$ cat src/rtl/multiport_ram_2w2r.sv
// -----------------------------------------------------------------------------
// multiport_ram_2w2r
//
// Two-write / two-read RAM built from one storage bank per write port and a
// live-value table (LVT). Each LVT entry records which bank holds the current
// value of that address, plus a flag saying the value came from a same-address
// write collision (both write ports hit the address in one cycle; port 1 wins).
//
// Optional feature macro: MPRAM_READ_COLLISION_EN
//   undefined (default): every bank is replicated once per reader, so both
//                        readers are always served and rdcollision[0] is 0.
//   defined            : every bank has a single read port shared through a
//                        read switch; when both readers need the same bank at
//                        different addresses, reader 1 is served and reader 2
//                        holds its data and reports rdcollision2[0] = 1.
//
// Parameters
//   ADDR_WIDTH      address width, depth = 2**ADDR_WIDTH words
//   DATA_WIDTH      word width
//   WRITE_COLLISION 1 = track same-address write collisions, 0 = do not
//
// Ports
//   aclk                      clock, rising edge
//   aresetn                   synchronous active-low reset (LVT and read
//                             outputs only; bank contents are kept)
//   wren1/2, wraddr1/2, wrdata1/2   write ports 1 and 2
//   rden1/2, rdaddr1/2              read ports 1 and 2
//   rddata1/2                 read data, one cycle after rden, held otherwise
//   rdcollision1/2            bit0 = read not served (bank conflict)
//                             bit1 = word was last written under a collision
// -----------------------------------------------------------------------------
module multiport_ram_2w2r #(
    parameter int ADDR_WIDTH      = 3,
    parameter int DATA_WIDTH      = 8,
    parameter int WRITE_COLLISION = 1
) (
    input  logic                  aclk,
    input  logic                  aresetn,
    input  logic                  wren1,
    input  logic [ADDR_WIDTH-1:0] wraddr1,
    input  logic [DATA_WIDTH-1:0] wrdata1,
    input  logic                  wren2,
    input  logic [ADDR_WIDTH-1:0] wraddr2,
    input  logic [DATA_WIDTH-1:0] wrdata2,
    input  logic                  rden1,
    input  logic [ADDR_WIDTH-1:0] rdaddr1,
    input  logic                  rden2,
    input  logic [ADDR_WIDTH-1:0] rdaddr2,
    output logic [DATA_WIDTH-1:0] rddata1,
    output logic [DATA_WIDTH-1:0] rddata2,
    output logic [1:0]            rdcollision1,
    output logic [1:0]            rdcollision2
);

    localparam int   DEPTH      = 2 ** ADDR_WIDTH;
    localparam logic TRACK_COLL = (WRITE_COLLISION != 0);

    // Per-port views as arrays so the bank/reader generate loops can index them.
    // Enables are masked by reset so nothing is written or read while in reset.
    logic                  wr_en   [2];
    logic [ADDR_WIDTH-1:0] wr_addr [2];
    logic [DATA_WIDTH-1:0] wr_data [2];
    logic                  rd_en   [2];
    logic [ADDR_WIDTH-1:0] rd_addr [2];

    assign wr_en[0]   = wren1 & aresetn;
    assign wr_en[1]   = wren2 & aresetn;
    assign wr_addr[0] = wraddr1;
    assign wr_addr[1] = wraddr2;
    assign wr_data[0] = wrdata1;
    assign wr_data[1] = wrdata2;
    assign rd_en[0]   = rden1 & aresetn;
    assign rd_en[1]   = rden2 & aresetn;
    assign rd_addr[0] = rdaddr1;
    assign rd_addr[1] = rdaddr2;

    // -------------------------------------------------------------------------
    // Live-value table: bank select (0 = bank 1, 1 = bank 2) and collision flag.
    // Kept in flops because reset must clear every entry at once.
    // -------------------------------------------------------------------------
    logic lvt_bank_reg [DEPTH];
    logic lvt_coll_reg [DEPTH];
    logic wr_same_addr;

    assign wr_same_addr = wren1 & wren2 & (wraddr1 == wraddr2);

    always_ff @(posedge aclk) begin
        if (!aresetn) begin
            for (int i = 0; i < DEPTH; i++) begin
                lvt_bank_reg[i] <= 1'b0;
                lvt_coll_reg[i] <= 1'b0;
            end
        end else begin
            // Port 2 is applied first so port 1 overrides it on a shared address.
            if (wren2) begin
                lvt_bank_reg[wraddr2] <= 1'b1;
                lvt_coll_reg[wraddr2] <= 1'b0;
            end
            if (wren1) begin
                lvt_bank_reg[wraddr1] <= 1'b0;
                lvt_coll_reg[wraddr1] <= wr_same_addr & TRACK_COLL;
            end
        end
    end

    // LVT lookup for each reader, taken from the pre-edge table contents.
    logic rd_bank     [2];
    logic rd_flag     [2];
    logic rd_conflict [2];
    logic rd_served   [2];

    assign rd_bank[0] = lvt_bank_reg[rdaddr1];
    assign rd_bank[1] = lvt_bank_reg[rdaddr2];
    assign rd_flag[0] = lvt_coll_reg[rdaddr1];
    assign rd_flag[1] = lvt_coll_reg[rdaddr2];

`ifdef MPRAM_READ_COLLISION_EN
    // Single bank read port: reader 2 loses when it needs the bank reader 1 is
    // using at a different address. Identical addresses share the one read.
    assign rd_conflict[0] = 1'b0;
    assign rd_conflict[1] = rd_en[0] & rd_en[1] & (rd_bank[0] == rd_bank[1])
                          & (rd_addr[0] != rd_addr[1]);
`else
    assign rd_conflict[0] = 1'b0;
    assign rd_conflict[1] = 1'b0;
`endif

    assign rd_served[0] = rd_en[0] & ~rd_conflict[0];
    assign rd_served[1] = rd_en[1] & ~rd_conflict[1];

    // -------------------------------------------------------------------------
    // Storage banks. bank_rdata[bank][reader] is the registered word a reader
    // sees from a bank; with the read switch both readers share one register.
    // The array initialiser is the configuration-time value (all zeros); reset
    // never touches the banks.
    // -------------------------------------------------------------------------
    logic [DATA_WIDTH-1:0] bank_rdata [2][2];

    genvar gi, gj;
    generate
        for (gi = 0; gi < 2; gi++) begin : g_bank
`ifdef MPRAM_READ_COLLISION_EN
            logic                  sw_en;
            logic [ADDR_WIDTH-1:0] sw_addr;
            logic [DATA_WIDTH-1:0] mem [DEPTH] = '{default: '0};
            logic [DATA_WIDTH-1:0] rd_word_reg;

            // Read switch: reader 1 has priority on this bank's only read port.
            always_comb begin
                sw_en   = 1'b0;
                sw_addr = rd_addr[1];
                if (rd_en[0] && (rd_bank[0] == 1'(gi))) begin
                    sw_en   = 1'b1;
                    sw_addr = rd_addr[0];
                end else if (rd_en[1] && (rd_bank[1] == 1'(gi))) begin
                    sw_en   = 1'b1;
                    sw_addr = rd_addr[1];
                end
            end

            always_ff @(posedge aclk) begin
                if (wr_en[gi]) begin
                    mem[wr_addr[gi]] <= wr_data[gi];
                end
                if (sw_en) begin
                    rd_word_reg <= mem[sw_addr];
                end
            end

            for (gj = 0; gj < 2; gj++) begin : g_share
                assign bank_rdata[gi][gj] = rd_word_reg;
            end
`else
            // One copy of the bank per reader; all copies take the same writes.
            for (gj = 0; gj < 2; gj++) begin : g_copy
                logic [DATA_WIDTH-1:0] mem [DEPTH] = '{default: '0};
                logic [DATA_WIDTH-1:0] rd_word_reg;

                always_ff @(posedge aclk) begin
                    if (wr_en[gi]) begin
                        mem[wr_addr[gi]] <= wr_data[gi];
                    end
                    if (rd_en[gj] && (rd_bank[gj] == 1'(gi))) begin
                        rd_word_reg <= mem[rd_addr[gj]];
                    end
                end

                assign bank_rdata[gi][gj] = rd_word_reg;
            end
`endif
        end
    endgenerate

    // -------------------------------------------------------------------------
    // Reader outputs. A served read shows the bank word selected at issue
    // time; otherwise the reader shows hold_reg, a copy of its previous output,
    // so data stays put even when the shared bank register is reused.
    // -------------------------------------------------------------------------
    logic [DATA_WIDTH-1:0] rd_out    [2];
    logic [1:0]            rd_status [2];

    generate
        for (gj = 0; gj < 2; gj++) begin : g_reader
            logic                  served_reg;
            logic                  sel_reg;
            logic [DATA_WIDTH-1:0] hold_reg;
            logic [1:0]            status_reg;

            always_ff @(posedge aclk) begin
                if (!aresetn) begin
                    served_reg <= 1'b0;
                    sel_reg    <= 1'b0;
                    hold_reg   <= '0;
                    status_reg <= 2'b00;
                end else begin
                    served_reg <= rd_served[gj];
                    sel_reg    <= rd_bank[gj];
                    hold_reg   <= rd_out[gj];
                    status_reg <= {rd_served[gj] & rd_flag[gj] & TRACK_COLL,
                                   rd_conflict[gj]};
                end
            end

            assign rd_out[gj]    = served_reg ? bank_rdata[sel_reg][gj] : hold_reg;
            assign rd_status[gj] = status_reg;
        end
    endgenerate

    assign rddata1      = rd_out[0];
    assign rddata2      = rd_out[1];
    assign rdcollision1 = rd_status[0];
    assign rdcollision2 = rd_status[1];

endmodule

$ cat config.mk
export PLATFORM = sky130hd
export DESIGN_NAME = multiport_ram_2w2r
export DESIGN_NICKNAME = d
export VERILOG_FILES = /design/src/rtl/multiport_ram_2w2r.sv
export SDC_FILE = /design/constraint.sdc
export NUM_CORES = 1
export LEC_CHECK = 0
export ABC_CLOCK_PERIOD_IN_PS = 3800
export CORE_ASPECT_RATIO = 0.7
export CORE_MARGIN = 1
export CORE_UTILIZATION = 30
export DETAILED_ROUTE_END_ITERATION = 12
export PLACE_DENSITY_LB_ADDON = 0.08
export SETUP_SLACK_MARGIN = 0.02
export SLEW_MARGIN = 25
export SYNTH_ARGS = -nofsm -noshare
export SYNTH_HDL_FRONTEND = slang
export SYNTH_SLANG_ARGS = --single-unit
$ cat constraint.sdc
create_clock -name aclk -period 3.8 [get_ports aclk]
set_input_delay 1.14 -clock aclk [delete_from_list [all_inputs] [get_ports aclk]]
set_output_delay 1.14 -clock aclk [all_outputs]
set_load 0.005 [all_outputs]
== Word-level counts from Yosys, hierarchy flattened ==
Memories as Yosys holds them, arrays and structs flattened. A register that Yosys moved wholly into a read port is not among the register bits.
Cells that the tools add are included.

* Output and inout port bits: 20
* Memories kept: 6
* Bits of input ports: 34
* Bits in registers: 24
* Word-level logic and storage cells: 70
* RAM bits: 272

{| class="wikitable"
|+ Memory list
! name !! words !! width !! rd ports !! clocked after Yosys merged registers in !! wr ports !! RTL line !! text
|-
| g_bank[0].g_copy[0].mem || 8 || 8 || 1 || 1 || 1 || 176 || <nowiki>logic [DATA_WIDTH-1:0] mem [DEPTH] = '{default: '0};</nowiki>
|-
| g_bank[0].g_copy[1].mem || 8 || 8 || 1 || 1 || 1 || 176 ||
|-
| g_bank[1].g_copy[0].mem || 8 || 8 || 1 || 1 || 1 || 176 ||
|-
| g_bank[1].g_copy[1].mem || 8 || 8 || 1 || 1 || 1 || 176 ||
|-
| lvt_bank_reg || 8 || 1 || 2 || 0 || 8 || 81 || <nowiki>logic lvt_bank_reg [DEPTH];</nowiki>
|-
| lvt_coll_reg || 8 || 1 || 2 || 0 || 8 || 82 || <nowiki>logic lvt_coll_reg [DEPTH];</nowiki>
|}

* Bitwise operators: 12
* Equal/unequal tests: 1
* Mux-type cells: 31
* Reduce and logical (&&, ||, !) cells: 8
* Order comparisons: 2

{| class="wikitable"
|+ Operators with widths
! operator !! count
|-
| $mux W16 || 3
|-
| $mux W8 || 5
|-
| $mux W1 || 19
|-
| $mux W3 || 4
|-
| $and A1 B1 Y1 || 8
|-
| $ge A2 B2 Y1 const B || 2
|-
| $logic_and A1 B1 Y1 || 4
|-
| $not A1 Y2 || 2
|-
| $reduce_or A1 Y1 || 4
|-
| $eq A3 B3 Y1 || 1
|-
| $not A1 Y1 || 2
|}

== Depth between registers and ports, before layout ==
* Depth in word-level cells: 5
* Gate-level depth with buffers: 5
* Mapped depth without buffers: 3

== Least setup slack after synthesis ==
OpenSTA, ideal clock, no wires.

* Path kind: input port to flip-flop
* Start: input rdaddr1[1]
* End: register g_bank[1].g_copy[0].rd_word_reg[0], read port of g_bank[1].g_copy[0].mem, enable pin
* Setup time: 0.383 ns
* Cell stages on the path: 5
* Slack: 0.979 ns
* Data arrival time: 2.438 ns
* Required time: 3.417 ns
* Path buffers: 2
* Cell sequence: buf_2 > buf_2 > nor2_1 > a2bb2o_1 > nor3_1

* Longest elaborated chain between the ends: 2

{| class="wikitable"
|+ RTL lines
! what !! RTL line !! text
|-
| from (decl) || 46 || <nowiki>input logic [ADDR_WIDTH-1:0] rdaddr1,</nowiki>
|-
| $mem_v2 Z8 W1 || - ||
|-
| $logic_and A1 B1 Y1 || 183 || <nowiki>if (rd_en[gj] && (rd_bank[gj] == 1'(gi))) begin</nowiki>
|-
| to (decl) || 177 || <nowiki>logic [DATA_WIDTH-1:0] rd_word_reg;</nowiki>
|}

Several ways; a longest one is shown, not always the timed one.
A chain may end at the register's enable or synchronous reset.

== Final worst setup path ==
* Start: register g_reader[1].sel_reg
* End: output rddata2[7]

* Longest elaborated chain between the ends: 5

{| class="wikitable"
|+ RTL lines
! what !! RTL line !! text
|-
| from (decl) || 205 || <nowiki>logic sel_reg;</nowiki>
|-
| from (signal assigned) || 217 || <nowiki>sel_reg <= rd_bank[gj];</nowiki>
|-
| $not A1 Y2 (not written as such) || 224 || <nowiki>assign rd_out[gj] = served_reg ? bank_rdata[sel_reg][gj] : hold_reg;</nowiki>
|-
| $mux W8 (not written as such) (3 in a row) || 224 ||
|-
| $mux W8 || 224 ||
|-
| to (decl) || 50 || <nowiki>output logic [DATA_WIDTH-1:0] rddata2,</nowiki>
|}

Every way passes these cells. The select of a mux whose other input is x is not followed.

==> results.cfg <==
[run_status]
outcome = finished, final reports clean

[final_layout]
nets = 597
layout_common_cells = edfxtp_1, clkdlybuf4s50_1, mux2_2, nor2_1, dfxtp_1
antenna_cells = 0
fillers = 2746
area_growth_pct = 18.4
layout_commonest_cell = edfxtp_1
layout-drive-gt1-share = 0.243
largest_reg_flops = 128

[global_routing]
grt_max_degree = 39
antenna_found_initial = 0
grt_use_met3 = 0.0293
grt_pass1_wl_microns = 32200
use_met1 = 0.211
grt_pass1_vias = 5099
overflow = 0
grt_use_total = 0.150
grt_use_met2 = 0.238
grt_busiest_layer = met2

[critical_path]
max_stage_delay_ps = 660
crit_path_max_fanout = 8
critical_path.cell_chain = mux2i_1 -> a21oi_1 -> clkdlybuf4s50_1
worstSetupEndpointType = output port
crit_buf_inv = 1
critPathKind = reg2out
cp_top_family = flip-flops
critPathLaunchType = register
r2r_start = lvt_bank_reg[2]
crit_cells = 3
r2r_setup_slack_ps = 2150
r2r_end = g_bank[0].g_copy[0].rd_word_reg[1]
cp_slowest_cell = dfxtp_1
r2r_cells = 3
worstPathArrival_ps = 2100
cp.required_ps = 2660

[yosys]
syn_area_sq_um = 8880
synthCells = 499
syn_avg_cell_area_sq_um = 17.8
ys_ff_latch = 198
ys_seq_area_frac = 0.626
yosys_warnings = 0
synth.distinct_cells = 31

[die]
start_util = 0.306
core_area_sq_um = 29000
fp-row-count = 52
ioPinCount = 54
die_w_microns = 208
dieArea_sq_um = 30300
die_y_microns = 146

[clock_tree]
numCtsBuffers = 17
cts_tree = built
clock_sinks = 198
clk_path_buf_depth = 2
cts_hold_buf = 0
postCtsResizedCells = 0
root_buffer = clkbuf_16
cts.reportedPaths.clkPinSlew_ps = 70
post_cts_buffers = 0
htreeDepth = 4
clock_latency_ps = 440

[min_path]
holdCritPathClass = reg2reg
min_path_cells = 2
worstHoldEndpoint = lvt_bank_reg[0]
hp-start = lvt_bank_reg[0]

[sta]
rsz0062_at_grt = false
tns_ps = 0
max_freq_mhz = 309
setup_viol = 0
worst_slack_ps = 561
min_period_ps = 3240
fin_crit_sh = 0.852
worstMarginPinSlew_ps = 846
finalClockSkew_ps = 5.38
slew_viol_final = 0
final-hold-violation-count = 0
relSlewSlack = 0.436

[place]
hpwl_microns = 15100
io_buffers = 51
place.gp.congestion = 0.719
post-place-ws_ps = 447

[drt]
vias_per_cell = 4.88
drc = 0
vias = 4660
dr.pass1.iters = 4
routedWlPerCell_microns = 22.5
drt_wl_total_microns = 21500
drtIter0Drc = 228
antenna_left = 0

[power]
ir_drop_mv = 0.271
pwr_density_cell_nw_per_um2 = 461
power_leakage_nw = 3.52

[job]
maxCapViolations = 0
synth_stat cells:
| master | number | area [sq um] |
|---|---|---|
| nand3_1 | 2 | 10.0 |
| conb_1 | 1 | 3.75 |
| mux2_2 | 38 | 428 |
| nand2_1 | 10 | 37.5 |
| nand3b_1 | 2 | 15.0 |
| o311ai_0 | 2 | 17.5 |
| mux4_1 | 32 | 841 |
| dfxtp_1 | 38 | 761 |
| buf_4 | 2 | 15.0 |
| xor2_1 | 3 | 26.3 |
| a21oi_1 | 18 | 90.1 |
| inv_1 | 5 | 18.8 |
| or3b_1 | 1 | 8.76 |
| a2bb2o_1 | 2 | 20.0 |
| or3_1 | 2 | 12.5 |
| mux4_2 | 36 | 811 |
| nand2b_1 | 7 | 43.8 |
| clkbuf_1 | 9 | 33.8 |
| o211ai_1 | 6 | 45.0 |
| o2bb2a_1 | 6 | 60.1 |
| nor3_1 | 6 | 30.0 |
| buf_12 | 4 | 80.1 |
| buf_2 | 18 | 90.1 |
| or4_1 | 1 | 7.51 |
| edfxtp_1 | 160 | 4800 |
| buf_6 | 2 | 22.5 |
| and2_1 | 16 | 100 |
| mux2i_1 | 28 | 280 |
| o21a_1 | 2 | 15.0 |
| nor2_1 | 38 | 143 |
| o22ai_1 | 2 | 12.5 |
cells by family (layout without fill, tap and decap cells):
logic type             count (synthesis)  in the layout  synth area share
AND/OR/NAND/NOR                       85             85            0.0459
XOR/XNOR                               3              3           0.00296
buffers and inverters                 40            116            0.0293
flip-flops                           198            198             0.626
multiplexers                         134            134             0.266
AO/OA/AOI/OAI                         38             38            0.0293
other                                  1              2          0.000422
worst max path at each step:
stage	startpoint	endpoint	slack, ps
2_1_floorplan	rdaddr1[1]	g_bank[1].g_copy[0].rd_word_reg[0]	980
3_3_place_gp	rdaddr2[2]	g_bank[1].g_copy[1].rd_word_reg[5]	480
3_5_place_dp	rdaddr2[2]	g_bank[0].g_copy[1].rd_word_reg[4]	450
4_1_cts	g_reader[0].served_reg	rddata1[3]	510
5_1_grt	g_reader[1].sel_reg	rddata2[0]	420
6_report	g_reader[1].sel_reg	rddata2[7]	560
stage by stage:
step,std cells,cell area (sq um),power [mW],utilization,hold WS [ps]
2_1_floorplan,500,8890,2.72,-,444
3_3_place_gp,922,9850,2.90,0.340,487
3_5_place_dp,922,9850,2.91,0.340,484
4_1_cts,954,10500,4.91,0.362,494
5_1_grt,954,10500,5.02,0.362,524
6_report,954,10500,4.84,0.362,492
tightest hold or removal path, cell delays in order (launching register included):
cell and delay, ps:
dfxtp_1 330, nand2_1 60, a21oi_1 50
final cells by class:
cell class / count / area (sq um) / area share
inverters: 5 / 18.8 / 0.00178
flip-flops and latches: 198 / 5570 / 0.529
clock buffers: 18 / 439 / 0.0418
well taps: 378 / 473 / 0.0450
repair buffers: 79 / 726 / 0.0690
clock inverters: 14 / 221 / 0.0211
multi-input cells: 262 / 3070 / 0.292
routing by layer:
metal	share of wire	vias to the layer above	routed length [microns]
met5	0	-	0
met4	0.0096	0	207
met3	0.030	13	649
met2	0.46	71	9960
met1	0.50	2435	10600
li1	-	2141	-
power by group:
part	switching, mW	leakage (nW)	internal, mW
combinational	0.200	1.45	0.208
clock	0.801	0.314	1.19
sequential	0.0312	1.76	2.41
total	1.03	3.52	3.81
(Power assumes the default switching activity.)
